## config.mk

```make
export PLATFORM = sky130hd
export DESIGN_NAME = moonbase_bus_bridge
export DESIGN_NICKNAME = d
export VERILOG_FILES = /design/src/rtl/moonbase_bus_bridge.sv
export SDC_FILE = /design/constraint.sdc
export NUM_CORES = 1
export LEC_CHECK = 0
export ABC_AREA = 1
export BUFFER_PORTS_ARGS = -buffer_cell sky130_fd_sc_hd__buf_2
export CAP_MARGIN = 15
export CORE_MARGIN = 3
export CORE_UTILIZATION = 57
export DETAILED_ROUTE_END_ITERATION = 10
export PLACE_DENSITY_LB_ADDON = 0.15
export REMOVE_ABC_BUFFERS = 1
export SLEW_MARGIN = 5
export SYNTH_ARGS = -nofsm -noshare
export SYNTH_HDL_FRONTEND = slang
export SYNTH_HIERARCHICAL = 1
export SYNTH_SLANG_ARGS = --single-unit
```

## constraint.sdc

```tcl
create_clock -name clk -period 1.93 [get_ports clk]
set_input_delay 0.193 -clock clk [delete_from_list [all_inputs] [get_ports clk]]
set_output_delay 0.193 -clock clk [all_outputs]
set_load 0.02 [all_outputs]
```

## src/rtl/moonbase_bus_bridge.sv

```systemverilog
// moonbase_bus_bridge: demuxes the CPU io_out bus into an address latch, a 128x4 RAM and a strobe FIFO.
// Latency: RAM read 0 cycles from addr_q, write lands next edge; strobe to out_valid 1 cycle.
// Backpressure: out_ready stalls the FIFO head; a strobe arriving while full is dropped and flags overflow.

module moonbase_bus_bridge_fifo #(
    parameter int unsigned W     = 4,
    parameter int unsigned DEPTH = 4
) (
    input  logic         clk,
    input  logic         rst,
    input  logic         wr_en_i,
    input  logic [W-1:0] wr_dat_i,
    input  logic         rd_en_i,
    output logic [W-1:0] rd_dat_o,
    output logic         empty_o,
    output logic         full_o
);
    localparam int unsigned PW = $clog2(DEPTH);
    localparam int unsigned CW = PW + 1;

    logic [W-1:0]  mem_q [DEPTH];
    logic [PW-1:0] wr_ptr_q, wr_ptr_d;
    logic [PW-1:0] rd_ptr_q, rd_ptr_d;
    logic [CW-1:0] cnt_q, cnt_d;

    always_comb begin
        wr_ptr_d = wr_ptr_q;
        rd_ptr_d = rd_ptr_q;
        cnt_d    = cnt_q;
        if (wr_en_i) wr_ptr_d = wr_ptr_q + 1'b1;
        if (rd_en_i) rd_ptr_d = rd_ptr_q + 1'b1;
        case ({wr_en_i, rd_en_i})
            2'b10:   cnt_d = cnt_q + 1'b1;
            2'b01:   cnt_d = cnt_q - 1'b1;
            default: cnt_d = cnt_q;
        endcase
    end

    always_ff @(posedge clk or posedge rst) begin
        if (rst) begin
            wr_ptr_q <= '0;
            rd_ptr_q <= '0;
            cnt_q    <= '0;
        end else begin
            wr_ptr_q <= wr_ptr_d;
            rd_ptr_q <= rd_ptr_d;
            cnt_q    <= cnt_d;
        end
    end

    // Storage is not reset; the head is masked to zero whenever the FIFO is empty.
    always_ff @(posedge clk) begin
        if (wr_en_i) mem_q[wr_ptr_q] <= wr_dat_i;
    end

    assign empty_o  = (cnt_q == '0);
    assign full_o   = (cnt_q == CW'(DEPTH));
    assign rd_dat_o = empty_o ? '0 : mem_q[rd_ptr_q];
endmodule

module moonbase_bus_bridge #(
    parameter int unsigned ADDR_W     = 7,
    parameter int unsigned FIFO_DEPTH = 4
) (
    input  logic              clk,
    input  logic              rst,
    input  logic [7:0]        cpu_out,
    output logic [3:0]        cpu_rdata,
    input  logic              ld_en,
    input  logic [ADDR_W-1:0] ld_addr,
    input  logic [3:0]        ld_data,
    output logic [3:0]        out_data,
    output logic              out_valid,
    input  logic              out_ready,
    output logic              overflow
);
    localparam int unsigned RAM_DEPTH = 1 << ADDR_W;

    logic [3:0]        ram_q [RAM_DEPTH];
    logic [ADDR_W-1:0] addr_q, addr_d;
    logic              dstrb_prev_q, dstrb_prev_d;
    logic              overflow_q, overflow_d;

    logic addr_phase, data_phase, cpu_we, dstrb, push, pop;
    logic fifo_wr, fifo_full, fifo_empty, drop;

    assign addr_phase = cpu_out[7];
    assign data_phase = !cpu_out[7];
    assign cpu_we     = data_phase && !cpu_out[5] && !ld_en;
    assign dstrb      = data_phase && !cpu_out[4];
    assign push       = dstrb && !dstrb_prev_q;
    assign pop        = out_valid && out_ready;
    // A full FIFO still accepts a push when the head leaves in the same cycle.
    assign fifo_wr    = push && (!fifo_full || pop);
    assign drop       = push && fifo_full && !pop;

    always_comb begin
        addr_d       = addr_phase ? cpu_out[ADDR_W-1:0] : addr_q;
        dstrb_prev_d = dstrb;
        overflow_d   = overflow_q | drop;
    end

    always_ff @(posedge clk or posedge rst) begin
        if (rst) begin
            addr_q       <= '0;
            dstrb_prev_q <= 1'b1;
            overflow_q   <= 1'b0;
        end else begin
            addr_q       <= addr_d;
            dstrb_prev_q <= dstrb_prev_d;
            overflow_q   <= overflow_d;
        end
    end

    // RAM survives reset so a preloaded program is kept across CPU resets.
    always_ff @(posedge clk) begin
        if (ld_en)       ram_q[ld_addr] <= ld_data;
        else if (cpu_we) ram_q[addr_q]  <= cpu_out[3:0];
    end

    assign cpu_rdata = ram_q[addr_q];

    moonbase_bus_bridge_fifo #(
        .W     (4),
        .DEPTH (FIFO_DEPTH)
    ) u_out_fifo (
        .clk      (clk),
        .rst      (rst),
        .wr_en_i  (fifo_wr),
        .wr_dat_i (cpu_out[3:0]),
        .rd_en_i  (pop),
        .rd_dat_o (out_data),
        .empty_o  (fifo_empty),
        .full_o   (fifo_full)
    );

    assign out_valid = !fifo_empty;
    assign overflow  = overflow_q;
endmodule

```

# Word-level counts from Yosys, hierarchy flattened
# Memory sizes are Yosys's and may differ from the RTL's.
# Index checks and enable logic that the tools add are counted.
dict set report word_totals {
  in_bits 23
  ram_bits 528
  mem_count 2
  ff_bits 16
  out_inout_bits 10
  elab_cells 48
}
dict set report classes {
  addsub 4
  n_reduce_logical 20
  n_bitwise 1
  muxes 12
  n_eq_ne 3
}
# name words width rd rd_ports_with_merged_regs wr line_no
set memory_table {}
lappend memory_table {ram_q 128 4 1 0 1 79} ;# logic [3:0] ram_q [RAM_DEPTH];
lappend memory_table {u_out_fifo.mem_q 4 4 1 0 1 21} ;# logic [W-1:0] mem_q [DEPTH];
# cell n
set ops {}
lappend ops {{logical AND 1 bit} 8}
lappend ops {{zero test 1 bit} 8}
lappend ops {{two-way mux 1 bit} 8}
lappend ops {{two-way mux 4 bit} 2}
lappend ops {{two-way mux 7 bit} 1}
lappend ops {{case mux 3 bit (2 select lines)} 1}
lappend ops {{adder 2 x 1 -> 2 bit, second input constant} 2}
lappend ops {{OR reduction 4 bit} 1}
lappend ops {{adder 3 x 1 -> 3 bit, second input constant} 1}
lappend ops {{equality test 3 bit, second input constant} 1}
lappend ops {{zero test 3 bit} 1}
lappend ops {{subtractor 3 x 1 -> 3 bit, second input constant} 1}
lappend ops {{equality test 2 x 1 -> 1 bit, second input constant} 1}
lappend ops {{equality test 2 bit, second input constant} 1}
lappend ops {{nonzero test 2 bit} 1}
lappend ops {{logical OR 1 bit} 1}
lappend ops {{bitwise OR 1 bit} 1}

# Longest topological paths before layout
# Gate-level depths: netlist (run 1).
dict set report depth {
  ltp_word 8
  ltp_mapped 15
  ltp_nobuf 14
}

# Modules after synthesis
# Netlist (run 1), hierarchy kept.
# mod cells_per_inst area_per_inst_um2 instances seq_area_each_um2
set modules_own_cells {}
lappend modules_own_cells {moonbase_bus_bridge 1944 21807.2 1 15601.2}
lappend modules_own_cells {moonbase_bus_bridge_fifo 112 1122.3 1 655.6}

# Worst setup path after synthesis (run 1)
# No wires, ideal clock.
dict set report synth_path {
  path_kind {register to register}
  start {reg u_out_fifo.cnt_q[2]}
  end {reg u_out_fifo.cnt_q[2]}
  setup_time_ns 0.117
  arrival_ns 1.936
  setup_slack_ns -0.123
  synth_period_minus_slack_ns 2.053
  path_buffers 1
  path_stages_with_launch 14
  t_required_ns 1.813
  path_cell_list {dfrtp_1 > nor3_4 > o21ai_0 > inv_1 > nor2_1 > buf_2 > inv_1 > ha_1 > inv_1 > fa_1 > nand2_1 > nand3_1 > nand2_1 > nand2_1}
}
dict set report synth_between {
  elab_chain_cells 7
  elab_cells_between_ends 13
  classes_between {2 x add/sub; 3 x eq/ne; 1 x mux; 7 x reduce/logical}
}
# element line_no
set synth_lines {}
lappend synth_lines {{from (decl)} 24} ;# logic [CW-1:0] cnt_q, cnt_d;
lappend synth_lines {{from (signal assigned)} 47} ;# cnt_q <= cnt_d;
lappend synth_lines {{zero test 3 bit *} 56} ;# assign empty_o = (cnt_q == '0);
lappend synth_lines {{net fifo_empty} 85} ;# logic fifo_wr, fifo_full, fifo_empty, drop;
lappend synth_lines {{zero test 1 bit *} 137} ;# assign out_valid = !fifo_empty;
lappend synth_lines {{logical AND 1 bit *} 92} ;# assign pop = out_valid && out_ready;
lappend synth_lines {{logical OR 1 bit *} 94} ;# assign fifo_wr = push && (!fifo_full || pop);
lappend synth_lines {{logical AND 1 bit *} 94}
lappend synth_lines {{net fifo_wr} 85}
lappend synth_lines {{equality test 2 x 1 -> 1 bit or equality test 2 bit (tied branches)} 32} ;# case ({wr_en_i, rd_en_i})
lappend synth_lines {{case mux 3 bit (2 select lines) or nonzero test 2 bit (tied branches)} -}
# Mark *: on every way through the listed nets, which the timed path passes. The rest lies on a longest branch.
# A chain may end at the register's enable or synchronous reset.

# Worst setup path after layout (run 1)
dict set report layout_path {
  start {reg addr_q[0]}
  end {out cpu_rdata[3]}
}
dict set report layout_between {
  elab_chain_cells 1
}
# element line_no
set layout_lines {}
lappend layout_lines {{from (decl)} 80} ;# logic [ADDR_W-1:0] addr_q, addr_d;
lappend layout_lines {{from (signal assigned)} 109} ;# addr_q <= addr_d;
lappend layout_lines {{memory (128 x 4 bit)} -}
lappend layout_lines {{to (decl)} 68} ;# output logic [3:0] cpu_rdata,
# No other way between the ends.

==> metrics.md, run 1 <==
| Metric | Value |
|---|---|
| Status | `finished, violations left` |
| Failing checks | `setup timing` |
| Worst Path Required | `1740 ps` |
| Die height | `207 um` |
| Gpl congestion | `0.902` |
| Largest net degree at the start of global routing | `95` |
| CTS Buf Count | `54` |
| Post-Synth XOR/XNOR Area | `0.153%` |
| Syn Area/Cell | `11.2 um^2` |
| Simple-gate portion of the synthesized area | `24.3%` |
| Max incr delay on CP | `roughly 540 ps` |
| Sequential cell area fraction in the yosys report | `70.9%` |
| Die outline width | `roughly 210 um` |
| Worst-path cell chain | `buf_12 > buf_12 > buf_12 > nand2_1 > nand3_1 > nand3_2 > nand3_1 > nand2_1 > nand2_1 > nand3_2 > nand2_2 > nand2_2 > nand2_2 > buf_6` |
| Port bufs | `32` |
| Hold crit path type | `in -> async` |
| Clock net sink count | `~540` |
| Stages on worst setup path | `14` |
| Final hold viol count | `0` |
| Rows | `roughly 70` |
| Post-route setup TNS | `-83410 ps` |
| Core Footprint | `39200 um^2` |
| Worst skew pair latency | `610 ps` |
| Multiplexer share of the synthesized area | `less than 1%` |
| RSZ-0062 raised after global routing | `true` |
| WP data arrival | `2680 ps` |
| Post-DP HPWL | `35300 um` |
| CTS tree | `yes` |
| Worst R2R Setup Slack | `-350 ps` |
| Leak pwr | `10.8 nW` |
| Fin util | `73.1%` |
| CP Max Fanout | `14` |
| Initial antenna violation count | `0` |
| Clock-pin slew on the worst setup and hold paths | `60 ps` |
| Power Dens Cells | `~1000 nW/um^2` |
| Max-cap viol count | `0` |
| DRC viols | `0` |
| Worst Setup EP | `cpu_rdata[3]` |
| Mapped cell area | `22900 um^2` |
| Total power | `0.0279 W` |
| IO Count | `33` |
| Ant diodes | `0` |
| Routed Antenna Nets | `0` |
| Synth Register Bits | `544` |
| Post-Route WL | `60500 um` |
| GR Overflow Total | `0` |
| Synth Area in Compound Gates | `less than 1%` |
| Critical Path End Type | `output port` |
| Syn Inst Count | `roughly 2100` |
| Worst reg-to-reg path cell count | `9` |
| Worst slew margin | `between 60% and 70%` |
| WP buf/inv | `4` |
| Layout fillers | `2627` |
| Post-layout instance area | `28700 um^2` |
| Vias in the first global route | `16100` |
| Unique masters post-synth | `32` |
| Slew Viols, Final | `0` |
| Register area | `approximately 16000 um^2` |
| Nets | `between 2000 and 2500` |
| Worst Clk Skew | `19.6 ps` |
| Crit path from | `addr_q[0]$_DFFE_PP0P_` |
| Ratio of cells with drive above 1 in the final layout | `roughly 25%` |
| GRT Util Overall | `28.2%` |
| Area grow syn2layout | `25.0%` |
| Largest family of logic cells by synthesized area | `simple AND/OR/NAND/NOR gates` |
| Routed via count | `16500` |
| DR iter-0 viols | `1679` |
| Peak VDD IR | `0.959 mV` |
| Routed len/inst | `21.4 um` |
| Area of the die | `42700 um^2` |
| Final worst slack | `-939 ps` |
| Fin crit share | `149%` |
| Critical path's slowest cell | `dfrtp_4` |
| Layout Cells excl Fill | `2831` |
| Slew @ Worst Pin | `558 ps` |
| Post-synthesis adder-cell area fraction | `0.360%` |
| Final min period | `2870 ps` |
| Placed Cells incl. Taps | `2696` |
| Crit Path Class | `reg -> out` |
| First-pass GRT wire length | `just over 90000 um` |
| Root Buffer | `clkbuf_16` |
| Vias per cell | `about 5.8` |
| Pre-antenna DRT Iters | `5` |
| Peak Freq | `349 MHz` |
| Area occupied by multi-input gates | `between 6000 and 7000 um^2` |
| Synthesis Warnings | `6` |
| Crit Reg-Reg Endpoint | `ram_q[51][3]$_DFFE_PP_` |
| RR Startpoint | `addr_q[0]$_DFFE_PP0P_` |
| H-tree depth | `2` |
| Final setup violation count | `514` |
| Initial Util | `58.5%` |
| CP startpoint kind | `register` |
| Placed cell areas | `25200 um^2` |
| Clk buf depth | `3` |
| Top Family by Delay on Critical Path | `simple AND/OR/NAND/NOR gates` |
placed cells by master (no fill, tap or decap), drive strengths merged:
cell	instances
inv	63
nand3	474
buf	262
clkinv	19
ha	5
o21ai	17
nor2	141
edfxtp	528
nor3	11
dfstp	1
nand4	1
dfrtp	15
bufinv	4
clkbuf	85
dlygate4sd3	10
fa	1
a21oi	4
clkinvlp	1
o21bai	1
nand2	662
xnor2	1
mux2	4
xor2	3
Yosys cell counts:
cell type	instances	share of area, %
nand4_1	1	0.027
inv_1	53	0.87
nand3_1	472	10
o21bai_1	1	0.033
a21oi_1	3	0.065
nor3_2	4	0.17
nor2_2	2	0.055
nand3_2	2	0.087
nor2_4	6	0.29
xnor2_1	1	0.038
inv_2	8	0.13
o21ai_2	7	0.27
nand2_2	13	0.35
mux2_2	4	0.20
dfrtp_1	15	1.6
buf_1	21	0.34
o21ai_0	10	0.22
ha_1	5	0.27
edfxtp_1	528	69
xor2_1	3	0.11
nor3_1	6	0.13
fa_1	1	0.087
dfstp_2	1	0.11
nand2_4	1	0.049
buf_6	2	0.098
nor2_1	133	2.2
buf_2	57	1.2
clkinv_1	4	0.065
nand2_1	648	11
clkbuf_1	42	0.69
a21oi_2	1	0.038
nor3_4	1	0.071
report_power, final:
| group | switching [W] | internal (W) |
|---|---|---|
| clock network | 0.00421 | 0.00595 |
| registers | 0.000138 | 0.0132 |
| logic | 0.00279 | 0.00158 |
| total | 0.00714 | 0.0207 |
worst min-delay path, delay by kind of cell:
kind	cells	cell delay, ps
buffers and inverters	3	870
kinds of logic after synthesis:
family / Yosys count
simple gates: 1289
flops: 544
buf+inv: 187
compound gates: 22
fa+ha+maj: 6
xor+xnor: 4
mux: 4
metrics by stage:
step           hold WS [ps]  setup slack, ps
3_3_place_gp            145             -427
6_report               86.2             -939
3_5_place_dp            148             -406
5_1_grt                80.6            -1020
2_1_floorplan         -3.60            -9210
4_1_cts                51.5             -873
metal layers:
layer | track usage, % | up-vias | share of wire, % | wire [um]
li1 | - | 7558 | - | -
met1 | 38.4 | 8005 | 40 | 24200
met2 | 46.5 | 789 | 48 | 29200
met3 | 4.83 | 122 | 8.9 | 5370
met4 | 9.99 | 0 | 2.9 | 1740
met5 | 0 | - | 0 | 0
worst min-delay path by stage:
stage | startpoint | end | slack, ps | cells after the start
2_1_floorplan | rst | u_out_fifo/cnt_q[0]$_DFFE_PP0P_ | -4 | 1
3_3_place_gp | rst | u_out_fifo/cnt_q[2]$_DFFE_PP0P_ | 150 | 2
3_5_place_dp | rst | u_out_fifo/wr_ptr_q[0]$_DFFE_PP0P_ | 150 | 2
4_1_cts | cpu_out[7] | addr_q[1]$_DFFE_PP0P_ | 50 | 3
5_1_grt | cpu_out[7] | addr_q[1]$_DFFE_PP0P_ | 80 | 4
6_report | rst | u_out_fifo/cnt_q[2]$_DFFE_PP0P_ | 90 | 3
timing repair:
item / 4_1_cts / 5_1_grt
hold buffers: 10 / 0
resized for setup: 163 / 109
pin swaps: 42 / 64
setup buffers: 13 / 1
gates cloned: 7 / 9
hold endpoints to repair: 42 / 0
setup endpoints to repair: 502 / 514
state kept, by name, summed over array words and instances (netlist names):
register             cells
addr_q                   7
dstrb_prev_q             1
overflow                 1
ram_q                  512
u_out_fifo/cnt_q         3
u_out_fifo/mem_q        16
u_out_fifo/rd_ptr_q      2
u_out_fifo/wr_ptr_q      2
layout make-up:
type,instances,area share [%]
clock inverter,21,0.685
tap,518,2.26
inverter,65,0.904
multi-input combinational,1325,23.7
timing repair buffer,280,10.4
timing repair inverter,1,0.0567
clock buffer,77,5.27
sequential,544,56.7
No activity file was read; power rests on OpenSTA's default activity.
==> inputs of run 2 (changes only) <==
--- a/config.mk
+++ b/config.mk
@@ -9,7 +9,7 @@
 export BUFFER_PORTS_ARGS = -buffer_cell sky130_fd_sc_hd__buf_2
 export CAP_MARGIN = 15
 export CORE_MARGIN = 3
-export CORE_UTILIZATION = 57
+export CORE_UTILIZATION = 45
 export DETAILED_ROUTE_END_ITERATION = 10
 export PLACE_DENSITY_LB_ADDON = 0.15
 export REMOVE_ABC_BUFFERS = 1
@@ -18,3 +18,4 @@
 export SYNTH_HDL_FRONTEND = slang
 export SYNTH_HIERARCHICAL = 1
 export SYNTH_SLANG_ARGS = --single-unit
+export TNS_END_PERCENT = 1
==> run 2 against run 1 <==
  * Register-to-register slack better by 110 ps
  * Clock power up 6%
  * The run still ends with setup timing left
  * Largest power group unchanged
  * Clock-buffer cell count down 7
  * Worst setup slack better by 34 ps
  * Flip-flop and latch count unchanged
  * Design area up 0.94%
  * Die area up 26%
  * Critical path depth unchanged
  * Sequential share of layout area down 0.52 points
  * Non-clock buffer count up 5
  * Final cell count up 5.7%
==> metrics.md, run 2 (same netlist as run 1, synthesis figures left out) <==
| Metric | Value |
|---|---|
| Status | `finished, violations left` |
| Failing checks | `setup timing` |
| Clock-pin slew on the worst setup and hold paths | `60 ps (about the same)` |
| Most frequent cells in the layout | `622 x nand2_1, 528 x edfxtp_1, 408 x nand3_1` |
| WP data arrival | `2640 ps (-40 ps)` |
| GR Overflow Total | `0 (unchanged)` |
| Layout fillers | `4198 (+60%)` |
| CP Max Fanout | `9 (-5)` |
| Crit Path Class | `reg -> out` |
| Routed len/inst | `21.4 um (+0.39%)` |
| Peak Freq | `353 MHz (+1.2%)` |
| DRC viols | `0 (unchanged)` |
| Nets | `2306 (+0.26%)` |
| Most common cell after layout, fill and taps aside | `nand2_1` |
| Worst Path Required | `1740 ps (about the same)` |
| Layout Cells excl Fill | `2991 (+5.7%)` |
| Critical path's slowest cell | `dfrtp_4` |
| Post-DP HPWL | `37900 um (+7.5%)` |
| Most flops, register | `ram_q` |
| Routed Antenna Nets | `0 (unchanged)` |
| Rows | `82 (+14%)` |
| Total power | `0.0285 W (+2.4%)` |
| IO Count | `33 (unchanged)` |
| Max reg flops | `512 (unchanged)` |
| H-tree depth | `2 (unchanged)` |
| Die height | `232 um (+12%)` |
| Port bufs | `32 (unchanged)` |
| CTS Buf Count | `56 (+3.7%)` |
| Max incr delay on CP | `570 ps (+30 ps)` |
| Clk buf depth | `3 (unchanged)` |
| CP startpoint kind | `register` |
| Post-layout instance area | `28900 um^2 (+0.94%)` |
| Post-route setup TNS | `-61060 ps (+22350 ps)` |
| Max-cap viol count | `0 (unchanged)` |
| Final worst slack | `-905 ps (+34.3 ps)` |
| Fin crit share | `147% (-1.8 points)` |
| Critical Path End Type | `output port` |
| Ratio of cells with drive above 1 in the final layout | `24.1% (-0.93 points)` |
| CTS tree | `yes` |
| Worst-path cell chain | `inv_12 > clkbuf_16 > buf_16 > nand2_1 > nand3_1 > nand3_1 > nand3_1 > nand2_2 > nand2_2 > nand3_1 > nand2_1 > nand2_1 > nand2_2 > buf_6` |
| Final min period | `2830 ps (-34.3 ps)` |
| Placed Cells incl. Taps | `2857 (+6.0%)` |
| CP most frequent cell | `nand3_1` |
| WP buf/inv | `4 (unchanged)` |
| Hold crit path type | `in -> reg` |
| Root Buffer | `clkbuf_16` |
| Power Dens Cells | `986 nW/um^2 (+1.4%)` |
| Final setup violation count | `491 (-4.5%)` |
| Area of the die | `53700 um^2 (+26%)` |
| Worst skew pair latency | `610 ps (about the same)` |
| First-pass GRT wire length | `94300 um (+3.8%)` |
| Initial antenna violation count | `0 (unchanged)` |
| Largest net degree at the start of global routing | `88 (-7.4%)` |
| Slew @ Worst Pin | `474 ps (-84.8 ps)` |
| GRT Util Overall | `23.1% (-5.1 points)` |
| Worst slew margin | `68.4% (+5.6 points)` |
| Leak pwr | `10.9 nW (+0.59%)` |
| Top Family by Delay on Critical Path | `simple AND/OR/NAND/NOR gates` |
| RSZ-0062 raised after global routing | `true` |
| Biggest regs | `ram_q (512), u_out_fifo/mem_q (16), addr_q (7)` |
| Peak VDD IR | `0.708 mV (-26%)` |
| Clock net sink count | `544 (unchanged)` |
| Routed via count | `16500 (-0.067%)` |
| Core Footprint | `50300 um^2 (+28%)` |
| Pre-antenna DRT Iters | `5 (unchanged)` |
| Placed cell areas | `25600 um^2 (+1.3%)` |
| Ant diodes | `0 (unchanged)` |
| Initial Util | `45.6% (-13 points)` |
| Vias per cell | `5.50 (-5.4%)` |
| DR iter-0 viols | `1641 (-2.3%)` |
| Final hold viol count | `0 (unchanged)` |
| Vias in the first global route | `16000 (-0.81%)` |
| Slew Viols, Final | `0 (unchanged)` |
| Die outline width | `232 um (+12%)` |
| Area grow syn2layout | `26.2%` |
| Post-Route WL | `64200 um (+6.1%)` |
| Worst Clk Skew | `18.9 ps (-0.670 ps)` |
| Fin util | `57.6% (-16 points)` |
| Gpl congestion | `0.850 (-5.8%)` |
[run 2: cell types whose count changed in the layout (fill, tap and decap cells not counted), moves of 6 or more]
cell and change:
buf_16 -6, buf_6 +9, clkbuf_1 -7, clkbuf_16 +6, clkinv_1 -6, clkinvlp_4 +7, nand2_1 +28, nand2_2 -29
nand3_1 +32, nand3_2 -34, nor2_1 -9, nor2_2 +7
[run 2: worst min-delay path, delay by kind of cell]
family | cells | cell delay [ps]
AOI/OAI and AO/OA | 2 | 190
buffers and inverters | 3 | 240
[run 2: where the power goes]
group	switching (W)	total (W)	internal, W
Sequential	0.000173	0.0134	0.0132
Combinational	0.00277	0.00436	0.00159
Clock	0.00443	0.0108	0.00636
[run 2: path summary, 6_finish.rpt]
kind	from	end	slack [ps]	cells past startpoint
min	out_ready	overflow$_DFF_PP0_	60	5
max in group asynchronous	rst	addr_q[1]$_DFFE_PP0P_	1400	3
max	addr_q[0]$_DFFE_PP0P_	cpu_rdata[2]	-900	14
min in group asynchronous	rst	u_out_fifo/rd_ptr_q[1]$_DFFE_PP0P_	90	3
min reg2reg	overflow$_DFF_PP0_	overflow$_DFF_PP0_	480	1
max reg2reg	addr_q[0]$_DFFE_PP0P_	ram_q[108][1]$_DFFE_PP_	-240	8
[run 2: final cells by class]
class / instances / area [um^2] / area share, %
tap: 672 / 841 / 2.91
clock buffer: 70 / 1490 / 5.13
timing repair buffer: 285 / 3100 / 10.7
clock inverter: 30 / 338 / 1.17
multi-input combinational: 1325 / 6620 / 22.9
inverter: 65 / 275 / 0.951
sequential: 544 / 16300 / 56.2
[run 2: what timing repair did]
item,4_1_cts,5_1_grt
hold buffers,8,0
buffers inserted,6,5
endpoints found under the hold margin,39,0
endpoints found under the setup margin,518,522
cloned,6,15
gates resized for setup,79,160
pin swaps,1,37
[run 2: layer usage]
layer	vias up	global-route usage [%]	wire length, um
li1	7564	-	-
met1	8196	33.9	28600
met2	586	36.2	29800
met3	117	3.15	4160
met4	0	7.11	1620
met5	-	0	0
[run 2: per-stage QoR]
step,worst slack [ps],hold WS (ps)
2_1_floorplan,-9210,-3.60
5_1_grt,-1050,86.4
6_report,-905,60.3
3_5_place_dp,-399,170
4_1_cts,-969,66.0
3_3_place_gp,-390,161
==> inputs of run 3 (changes only) <==
--- a/config.mk
+++ b/config.mk
@@ -6,7 +6,7 @@
 export NUM_CORES = 1
 export LEC_CHECK = 0
 export ABC_AREA = 1
-export BUFFER_PORTS_ARGS = -buffer_cell sky130_fd_sc_hd__buf_2
+export BUFFER_PORTS_ARGS = -buffer_cell sky130_fd_sc_hd__buf_4
 export CAP_MARGIN = 15
 export CORE_MARGIN = 3
 export CORE_UTILIZATION = 45
==> run 3 against run 2 <==
  * The run still ends with setup timing left
  * Global-route usage is 0.33 points higher
  * Critical path depth is 1 higher
  * Highest routed layer unchanged
  * Final cell count is 1.0% higher
==> metrics.md, run 3 (same netlist as run 1, synthesis figures left out) <==
| Metric | Value |
|---|---|
| Total power | `0.0295 W (+3.2%)` |
| Area of the die | `53700 um^2 (unchanged)` |
| Most frequent cells in the layout | `611 x nand2_1, 528 x edfxtp_1, 420 x nand3_1` |
| Peak VDD IR | `0.790 mV (+12%)` |
| Fin crit share | `149% (+1.8 points)` |
| Leak pwr | `11.1 nW (+2.5%)` |
| Slew Viols, Final | `0 (unchanged)` |
| Largest net degree at the start of global routing | `82 (-6.8%)` |
| Pre-antenna DRT Iters | `8 (+3)` |
| Layout fillers | `4070 (-3.0%)` |
| Peak Freq | `348 MHz (-1.2%)` |
| Post-Route WL | `64600 um (+0.77%)` |
| Worst Setup EP | `cpu_rdata[1]` |
| Clock net sink count | `544 (unchanged)` |
| Core Footprint | `50300 um^2 (unchanged)` |
| Crit Path Class | `reg -> out` |
| Slew @ Worst Pin | `546 ps (+71.9 ps)` |
| Area occupied by multi-input gates | `6630 um^2 (about the same)` |
| Worst-path cell chain | `buf_12 > inv_16 > buf_12 > clkbuf_16 > nand2_2 > nand3_2 > nand3_2 > nand3_2 > nand2_2 > nand2_1 > nand3_1 > nand2_2 > nand2_2 > nand2_4 > buf_6` |
| Biggest regs | `ram_q (512), u_out_fifo/mem_q (16), addr_q (7)` |
| Failing checks | `setup timing` |
| Layout Cells excl Fill | `3021 (+1.0%)` |
| Dpl ws | `-379 ps (+20.0 ps)` |
| Hold crit path type | `in -> async` |
| Crit path from | `addr_q[0]$_DFFE_PP0P_` |
| Vias in the first global route | `16100 (+1.1%)` |
| Final hold viol count | `0 (unchanged)` |
| Port bufs | `32 (unchanged)` |
| Stages on worst setup path | `15 (+1)` |
| Vias per cell | `5.41 (-1.6%)` |
| Area grow syn2layout | `29.2%` |
| Register area | `16300 um^2 (about the same)` |
| Critical path's slowest cell | `dfrtp_4` |
| Routed len/inst | `21.4 um (-0.23%)` |
| Placed Cells incl. Taps | `2865 (+0.28%)` |
| Routed via count | `16400 (-0.64%)` |
| Ratio of cells with drive above 1 in the final layout | `25.8% (+1.7 points)` |
| DR iter-0 viols | `1701 (+3.7%)` |
| Ant diodes | `0 (unchanged)` |
| First-pass GRT wire length | `95800 um (+1.6%)` |
| Crit Reg-Reg Endpoint | `ram_q[70][2]$_DFFE_PP_` |
| Max reg flops | `512 (unchanged)` |
| GRT Util Overall | `23.5% (+0.33 points)` |
| Max incr delay on CP | `520 ps (-50 ps)` |
| Routed Antenna Nets | `0 (unchanged)` |
| Power Dens Cells | `995 nW/um^2 (+0.87%)` |
| CTS Buf Count | `58 (+3.6%)` |
| WP buf/inv | `5 (+1)` |
| CP Max Fanout | `7 (-2)` |
| Final worst slack | `-940 ps (-34.8 ps)` |
| CP most frequent cell | `nand2_2` |
| Final setup violation count | `516 (+5.1%)` |
| Most common cell after layout, fill and taps aside | `nand2_1` |
| H-tree depth | `2 (unchanged)` |
| Final min period | `2870 ps (+34.8 ps)` |
| Clock-pin slew on the worst setup and hold paths | `60 ps (about the same)` |
| CTS tree | `yes` |
| WP data arrival | `2680 ps (+40 ps)` |
| GR Overflow Total | `0 (unchanged)` |
| Gpl congestion | `0.873 (+2.7%)` |
| Status | `finished, violations left` |
| IO Count | `33 (unchanged)` |
| Max-cap viol count | `0 (unchanged)` |
| Root Buffer | `clkbuf_16` |
| Die height | `232 um (unchanged)` |
| Most flops, register | `ram_q` |
| Worst skew pair latency | `630 ps (+20 ps)` |
| Worst Clk Skew | `24.7 ps (+5.79 ps)` |
| Worst Path Required | `1740 ps (about the same)` |
| Clk buf depth | `3 (unchanged)` |
| Worst R2R Setup Slack | `-410 ps (-170 ps)` |
| Critical Path End Type | `output port` |
| Nets | `2328 (+0.95%)` |
| RSZ-0062 raised after global routing | `true` |
| Die outline width | `232 um (unchanged)` |
| RR Startpoint | `addr_q[1]$_DFFE_PP0P_` |
| Top Family by Delay on Critical Path | `simple AND/OR/NAND/NOR gates` |
| Post-DP HPWL | `38300 um (+0.92%)` |
| Worst reg-to-reg path cell count | `11 (+3)` |
| Rows | `82 (unchanged)` |
| Worst slew margin | `63.6% (-4.8 points)` |
| Initial Util | `45.6% (unchanged)` |
| CP startpoint kind | `register` |
| DRC viols | `0 (unchanged)` |
| Initial antenna violation count | `0 (unchanged)` |
[run 3: power breakdown]
part	leakage (nW)	switching (W)	total, W	internal [W]
Combinational	5.23	0.00280	0.00453	0.00173
Clock	0.971	0.00468	0.0115	0.00686
Sequential	4.93	0.000180	0.0134	0.0132
[run 3: cell type report]
type                    instances  area share [%]
clock inverters                46            1.73
flip-flops and latches        544            54.9
multi-input cells            1325            22.4
inverters                      65           0.946
repair buffers                303            12.1
clock buffers                  64            4.98
repair inverters                2           0.110
well taps                     672            2.84
[run 3: worst min path at each step]
| stage | from | to | slack, ps | cells past startpoint |
|---|---|---|---|---|
| 6_report | rst | u_out_fifo/rd_ptr_q[1]$_DFFE_PP0P_ | 100 | 3 |
| 5_1_grt | rst | u_out_fifo/rd_ptr_q[1]$_DFFE_PP0P_ | 110 | 3 |
| 4_1_cts | rst | u_out_fifo/cnt_q[0]$_DFFE_PP0P_ | 80 | 3 |
| 3_5_place_dp | rst | u_out_fifo/rd_ptr_q[1]$_DFFE_PP0P_ | 170 | 2 |
| 3_3_place_gp | rst | u_out_fifo/cnt_q[0]$_DFFE_PP0P_ | 170 | 2 |
| 2_1_floorplan | rst | u_out_fifo/cnt_q[0]$_DFFE_PP0P_ | -4 | 1 |
[run 3: stage by stage]
step	hold WS, ps	instance area (um^2)	TNS, ps	util [%]
floorplan	-3.60	22400	-2178220	-
global placement	169	25700	-92490	51.2
detailed placement	165	25700	-90820	51.2
CTS	79.1	28800	-33920	57.3
global route	110	29600	-174770	58.9
finish	95.2	29600	-137970	58.9
[run 3: timing repair]
item | 4_1_cts | 5_1_grt
hold buffers | 10 | 0
buffers inserted | 5 | 7
resized for setup | 159 | 135
endpoints found under the setup margin | 513 | 518
gates cloned | 13 | 11
hold endpoints to repair | 42 | 0
pin swaps | 31 | 34
[run 3: worst reg2reg max path: cells and delay by family, from the launching register on]
family	cells	cell delay, ps
AOI/OAI and AO/OA	1	250
buffers and inverters	7	920
and+or+nand+nor	3	410
DFF	1	490
[run 3: metal layers]
metal / routed length [um] / share of wire [%] / GRT usage [%]
met1: 27900 / 43 / 33.1
met2: 30200 / 47 / 37.2
met3: 4830 / 7.5 / 4.13
met4: 1790 / 2.8 / 7.57
met5: 0 / 0 / 0
